File: config.mk
export PLATFORM = sky130hd
export DESIGN_NAME = serial_tx_flat
export DESIGN_NICKNAME = d
export VERILOG_FILES = /design/src/rtl/serial_tx_if.sv /design/src/rtl/serial_tx.sv /design/src/flat_wrapper.sv
export SDC_FILE = /design/constraint.sdc
export NUM_CORES = 1
export LEC_CHECK = 0
export CAP_MARGIN = 0
export CORE_MARGIN = 2
export CORE_UTILIZATION = 31
export CTS_CLUSTER_DIAMETER = 120
export DETAILED_ROUTE_END_ITERATION = 10
export GPL_TIMING_DRIVEN = 1
export PLACE_DENSITY = 0.49
export SLEW_MARGIN = 20
export SYNTH_ARGS = -nofsm -noshare
export SYNTH_HDL_FRONTEND = slang
export SYNTH_SLANG_ARGS = --single-unit
File: constraint.sdc
create_clock -name clk -period 2.4 [get_ports clk]
set_input_delay 0.24 -clock clk [delete_from_list [all_inputs] [get_ports clk]]
set_output_delay 0.24 -clock clk [all_outputs]
set_load 0.03 [all_outputs]
File: src/rtl/serial_tx_if.sv
// Word handshake between a producer and the serial transmitter.
// The master drives a word and tx_valid; the slave answers with tx_ready.
interface serial_tx_if #(
    parameter int DATA_W = 8
);
    logic [DATA_W-1:0] tx_data;
    logic              tx_valid;
    logic              tx_ready;

    modport master (output tx_data, output tx_valid, input tx_ready);
    modport slave  (input tx_data, input tx_valid, output tx_ready);
endinterface

File: src/rtl/serial_tx.sv
// UART-style serialiser: one start bit (0), DATA_W payload bits LSB first, one stop bit (1).
// Every bit lasts CLKS_PER_BIT cycles. A new word is accepted only while idle.
module serial_tx #(
    parameter int CLKS_PER_BIT = 4,
    parameter int DATA_W       = 8
) (
    input  logic        clk,
    input  logic        rst_n,
    serial_tx_if.slave  tx,
    output logic        tx_out,
    output logic        tx_busy
);

    localparam int CNT_W = $clog2(CLKS_PER_BIT + 1);
    localparam int IDX_W = (DATA_W > 1) ? $clog2(DATA_W) : 1;
    localparam logic [CNT_W-1:0] CNT_LAST = CNT_W'(CLKS_PER_BIT - 1);
    localparam logic [IDX_W-1:0] IDX_LAST = IDX_W'(DATA_W - 1);

    typedef enum logic [1:0] {IDLE, START, DATA, STOP} state_t;

    state_t            state, state_nxt;
    logic [CNT_W-1:0]  cnt, cnt_nxt;
    logic [IDX_W-1:0]  idx, idx_nxt;
    logic [DATA_W-1:0] shreg, shreg_nxt;
    logic              tx_out_nxt;
    logic              bit_done;

    assign bit_done = (cnt == CNT_LAST);

    // NOTE: sequential state uses non-blocking assignments so every flop samples pre-edge values.
    always_ff @(posedge clk) begin
        if (!rst_n) begin
            state  <= IDLE;
            cnt    <= '0;
            idx    <= '0;
            shreg  <= '0;
            tx_out <= 1'b1;
        end else begin
            state  <= state_nxt;
            cnt    <= cnt_nxt;
            idx    <= idx_nxt;
            shreg  <= shreg_nxt;
            tx_out <= tx_out_nxt;
        end
    end

    // NOTE: every combinational output gets a default first, so no path can infer a latch.
    always_comb begin
        state_nxt = state;
        idx_nxt   = idx;
        shreg_nxt = shreg;
        cnt_nxt   = (state == IDLE || bit_done) ? '0 : cnt + 1'b1;
        case (state)
            IDLE: begin
                if (tx.tx_valid) begin
                    state_nxt = START;
                    shreg_nxt = tx.tx_data;
                    idx_nxt   = '0;
                end
            end
            START: begin
                if (bit_done) state_nxt = DATA;
            end
            DATA: begin
                // The index holds at its last value; the frame leaves DATA instead of wrapping.
                if (bit_done) begin
                    if (idx == IDX_LAST) begin
                        state_nxt = STOP;
                    end else begin
                        idx_nxt   = idx + 1'b1;
                        shreg_nxt = shreg >> 1;
                    end
                end
            end
            STOP: begin
                if (bit_done) state_nxt = IDLE;
            end
            default: state_nxt = IDLE;
        endcase
    end

    // tx_out is registered from the level the line must carry in the next state.
    always_comb begin
        tx.tx_ready = (state == IDLE);
        tx_busy     = (state != IDLE);
        case (state_nxt)
            START:   tx_out_nxt = 1'b0;
            DATA:    tx_out_nxt = shreg_nxt[0];
            default: tx_out_nxt = 1'b1;
        endcase
    end

endmodule

File: src/flat_wrapper.sv
// flat-port wrapper written by rule: the top's interface ports become plain ports
module serial_tx_flat 
#(
    parameter int CLKS_PER_BIT = 4,
    parameter int DATA_W       = 8
)
  (clk, rst_n, tx_out, tx_busy, tx_tx_data, tx_tx_valid, tx_tx_ready);
  serial_tx_if #(.DATA_W(DATA_W)) tx_i ();
  input  logic clk;
  input  logic rst_n;
  output logic tx_out;
  output logic tx_busy;
  input wire logic [$bits(tx_i.tx_data)-1:0] tx_tx_data;
  input wire logic [$bits(tx_i.tx_valid)-1:0] tx_tx_valid;
  output wire logic [$bits(tx_i.tx_ready)-1:0] tx_tx_ready;
  assign tx_i.tx_data = tx_tx_data;
  assign tx_i.tx_valid = tx_tx_valid;
  assign tx_tx_ready = tx_i.tx_ready;
  serial_tx #(.CLKS_PER_BIT(CLKS_PER_BIT), .DATA_W(DATA_W)) u_core (.clk(clk), .rst_n(rst_n), .tx(tx_i), .tx_out(tx_out), .tx_busy(tx_busy));
endmodule
After elaboration in Yosys (flattened, before gate mapping):

Cells that the tools add are included.

* add/subtract/negate cells: 2
* $mul: 0
* divide/modulo/power cells: 0
* order comparisons: 0
* equal/unequal tests: 10
* shift-type cells: 0
* muxes and demuxes: 15
* bitwise operators: 1
* reductions and logical operators: 6

Operators by type and width (number)
* 8-bit two-way mux: 3
* 8-bit one-hot mux with 2 select lines: 1
* 2-bit two-way mux: 5
* 3-bit two-way mux: 3
* 2-bit one-hot mux with 4 select lines: 1
* 3-bit by 1-bit adder with 3-bit output (second input constant): 2
* 2-bit equality test (second input constant): 3
* 3-bit one-hot mux with 2 select lines: 1
* 2-bit by 1-bit equality test with 1-bit output (second input constant): 2
* 2-bit inequality test (second input constant): 2
* 4-bit AND reduction: 1
* 2-bit nonzero test: 2
* 3-bit by 2-bit equality test with 1-bit output (second input constant): 1
* 3-bit equality test (second input constant): 1
* 2-bit zero test: 1
* 2-bit by 1-bit inequality test with 1-bit output (second input constant): 1
* 1-bit one-hot mux with 2 select lines: 1
* 2-bit OR reduction: 1
* 1-bit logical OR: 1
* 1-bit NOT: 1

* bits in registers: 17
* latch bits: 0
* bits in writable memories: 0
* ROM bits: 0
* input bits: 11
* output and inout port bits: 3
* word-level logic and storage cells: 40
* memories: 0

Depth between registers and ports, before layout:

* depth in word-level cells: 6
* mapped depth: 7
* mapped depth without buffers: 6

Least setup slack after synthesis:

OpenSTA, ideal clock, no wires.

* path type: reg-to-reg
* start point: register u_core.idx[0]
* end point: register u_core.shreg[2]
* setup time: 0.125 ns
* data arrival time: 1.539 ns
* required time: 2.275 ns
* path slack: 0.735 ns
* stages on the path, launching flop included: 8
* path buffers: 1
* period minus slack after synthesis: 1.665 ns
* cell sequence: dfxtp_1 -> ha_1 -> ha_1 -> nand3b_4 -> a21o_1 -> buf_6 -> a222oi_1 -> nor2b_1

* cells in the longest elaborated chain, start to end: 3

RTL lines
* start: declaration: RTL line serial_tx.sv:23 `logic [IDX_W-1:0] idx, idx_nxt;`
* start signal: assignment: RTL line serial_tx.sv:41 `idx <= idx_nxt;`
* 3-bit equality test: RTL line serial_tx.sv:67 `if (idx == IDX_LAST) begin`
* 2-bit inequality test (no source line)
* 4-bit AND reduction (no source line)
* end signal: assignment: RTL line serial_tx.sv:42 `shreg <= shreg_nxt;`
* end: declaration: RTL line serial_tx.sv:24 `logic [DATA_W-1:0] shreg, shreg_nxt;`

No other way between the ends.
A chain may end at the register's enable or synchronous reset.

Final worst setup path:

* start point: register u_core.state[1]
* end point: output tx_busy

* cells in the longest elaborated chain, start to end: 1

RTL lines
* start: declaration: RTL line serial_tx.sv:21 `state_t state, state_nxt;`
* start signal: assignment: RTL line serial_tx.sv:39 `state <= state_nxt;`
* 2-bit nonzero test: RTL line serial_tx.sv:85 `tx_busy = (state != IDLE);`
* end: declaration: RTL line flat_wrapper.sv:12 `output logic tx_busy;`

No other way between the ends.

==> flow_summary.ini <==
[clocking]
post_cts.repair.setup_buffers = 0
clock_insertion_delay_at_the_later_pin_of_the_skew_report_ps = 280
cts.sink_count = 17
cts_buffer_depth = 2
clk_transition_reported_paths_ps = 90
clk_root_buffer_cell = sky130_fd_sc_hd__clkbuf_4
ctsResizeCount = 0
ctsHtreeMaxLevel = 1
number_of_buffers_created_by_cts = 3
quantity_of_hold_fixing_buffers_added_after_cts = 0
cts_tree = built

[timing]
totalNegativeSetupSlack_ps = 0
final-max-slew-violation-count = 0
finalWorstSetupSlack_ps = 422
hold_violations_final = 0
final.hold.worst_slack_ps = 426
worst_slew_margin_rel = 0.703
final_worst_path_cycle_share = 0.824
finClkSkew_ps = 3.57
tightestPinTransition_ps = 444
grt_setup_unrepaired = no
setup-violations-final = 0
max_freq_ghz = 0.506
final.min_clock_period_ps = 1980

[layout]
final_layout_size_suffix_gt1_frac = 0.0700
area.growth.synth_to_final_pct = 18.8
register_area_um2 = 340
utilization = 0.395
commonest_cells_after_routing_fill_and_taps_aside = 17 x sky130_fd_sc_hd__dfxtp_1, 13 x sky130_fd_sc_hd__clkdlybuf4s50_1, 9 x sky130_fd_sc_hd__nor2_1, 7 x sky130_fd_sc_hd__nor2b_1
nets = 117
layout.cells.most_common = sky130_fd_sc_hd__dfxtp_1
multi_input_comb_area_um2 = 447
num-fill-cells = 279
insertedDiodeCount = 0

[synthesis]
muxShareOfSynthArea = 0.0239
synth_sequential_area_ratio = 0.406
postSynthRegisterBits = 17
synth_top_area_share = 0.406
ys_types = 31
largest_family_of_logic_cells_by_synthesized_area = simple AND/OR/NAND/NOR gates
post_synth_and_or_nand_nor_area_fraction = 0.258
synth_compound_area_frac = 0.166
synth_edf_count = 0
post_synth_instance_area_um2 = 838
total_of_warnings_raised_by_yosys = 0
postSynth.asyncResetShare = 0
synth.avg_cell_area_um2 = 9.53
synth.largest_area_cell = sky130_fd_sc_hd__dfxtp_1
synth-xor-area-share = 0.0104
synthFlopType = sky130_fd_sc_hd__dfxtp_1
synth.top_cells.by_area = sky130_fd_sc_hd__dfxtp_1 41%, sky130_fd_sc_hd__ha_1 7.5%, sky130_fd_sc_hd__nor2b_1 5.2%
postSynthNetCount = 104
postSynthCellCount = 88
synthAdderAreaFrac = 0.0746

[placement]
globalplace.congestion = 0.720
total_of_buffers_placed_on_input_and_output_ports = 13
place_worst_setup_slack_ps = 629
dp_hpwl_mm = 1.21

[power_and_ir_drop]
fin_total_pwr_mw = 0.524
power.leakage_nw = 0.420
vdd.ir_drop.worst_mv = 0.322
powerDensity_mw_per_mm2 = 526

[global_routing]
grt_pass1_wl_mm = 2.80
grt_util_all_layers = 0.114
grt_antenna_before_repair = 0
globalRoute.totalOverflow = 0
number_of_global_route_vias_before_repair = 638
grt_max_degree = 16

[worst_setup_path]
critical_path_peak_fanout = 11
worst_setup_path_start_kind = flip-flop
cp-end-kind = output pin
timing.critical_path.required_ps = 2160
critical_path_class = reg -> out
timing.critical_path.arrival_ps = 1740

[die]
fp.dieArea_mm2 = 0.00314
initial_core_util = 0.332
die_width_um = 56
die_h_um = 56
std_cell_rows = 18
design.core.area_mm2 = 0.00252
pin_count = 14

[route]
dr_total_vias = 656
drtAntennaViolNets = 0
mean_number_of_vias_per_cell = 5.05
wire_per_inst_um = 12.2
postRouteWirelength_mm = 1.58
number_of_remaining_drc_errors = 0
drtPass1Iterations = 5
drtIter0Drc = 31

[status]
status = complete, no violations

[job]
drv_cap = 0

[worst_hold_path]
hold_path.class = reg -> reg
## layout make-up
| class | count | area share |
|---|---|---|
| repair buffers | 13 | 0.131 |
| inverters | 4 | 0.0151 |
| multi-input cells | 62 | 0.448 |
| flip-flops and latches | 17 | 0.342 |
| well taps | 30 | 0.0377 |
| clock buffers | 4 | 0.0264 |
## report_power, final
part / switching, mW / leakage, nW / internal (mW)
Sequential: 0.00930 / 0.139 / 0.294
Clock: 0.0819 / 0.0150 / 0.0644
Combinational: 0.0344 / 0.265 / 0.0399
Total: 0.126 / 0.420 / 0.398
## cells in the mapped netlist (2+ instances only)
library cell / n
sky130_fd_sc_hd__dfxtp_1: 17
sky130_fd_sc_hd__buf_6: 2
sky130_fd_sc_hd__inv_1: 4
sky130_fd_sc_hd__nor2_1: 9
sky130_fd_sc_hd__a222oi_1: 4
sky130_fd_sc_hd__and2_1: 4
sky130_fd_sc_hd__a221oi_1: 2
sky130_fd_sc_hd__nand2b_1: 3
sky130_fd_sc_hd__nand2_1: 5
sky130_fd_sc_hd__nor2b_1: 7
sky130_fd_sc_hd__buf_2: 2
sky130_fd_sc_hd__nor3b_1: 2
sky130_fd_sc_hd__mux2i_1: 2
sky130_fd_sc_hd__nand3_1: 3
sky130_fd_sc_hd__ha_1: 5
sky130_fd_sc_hd__a21boi_0: 2
## state kept, by name, indices dropped and copies added, names as in the netlist
signal and count:
u_core.shreg 8, u_core.cnt 3, u_core.idx 3, u_core.state 2
u_core.tx_out 1
## critical path, cell delays in order, from the launching register on
cell and delay (ps):
sky130_fd_sc_hd__dfxtp_1 600, sky130_fd_sc_hd__nor2_2 100, sky130_fd_sc_hd__inv_1 100, sky130_fd_sc_hd__clkdlybuf4s50_1 670
## routing by layer
| layer | part of all wire | up-vias | wire [um] | GRT usage |
|---|---|---|---|---|
| li1 | - | 336 | - | - |
| met1 | 0.50 | 302 | 785 | 0.137 |
| met2 | 0.44 | 16 | 696 | 0.188 |
| met3 | 0.052 | 2 | 82 | 0.0302 |
| met4 | 0.011 | 0 | 18 | 0.0510 |
| met5 | 0 | - | 0 | 0 |
## kinds of logic after synthesis
logic type	count (synthesis)
AOI/OAI and AO/OA	17
xor gates and xnor gates	1
adders and majority gates	5
buffers and inverters	9
DFF	17
muxes	2
and+or+nand+nor	37
## path summary, 6_finish.rpt
check | from | end | slack [ps] | cells past startpoint
max | u_core.state[1]$_SDFF_PN0_ | tx_busy | 420 | 3
min reg2reg | u_core.cnt[0]$_SDFF_PP0_ | u_core.cnt[0]$_SDFF_PP0_ | 430 | 1
max reg2reg | u_core.idx[0]$_SDFFE_PN0P_ | u_core.shreg[4]$_SDFFE_PN0P_ | 630 | 6
min | u_core.cnt[0]$_SDFF_PP0_ | u_core.cnt[0]$_SDFF_PP0_ | 430 | 1
## per-stage QoR
| stage | cell area, um^2 | cells |
|---|---|---|
| 6_report | 996 | 130 |
| 2_1_floorplan | 838 | 88 |
| 3_5_place_dp | 970 | 126 |
| 4_1_cts | 996 | 130 |
| 5_1_grt | 996 | 130 |
| 3_3_place_gp | 970 | 126 |
Power figures use the tool's default switching activity.
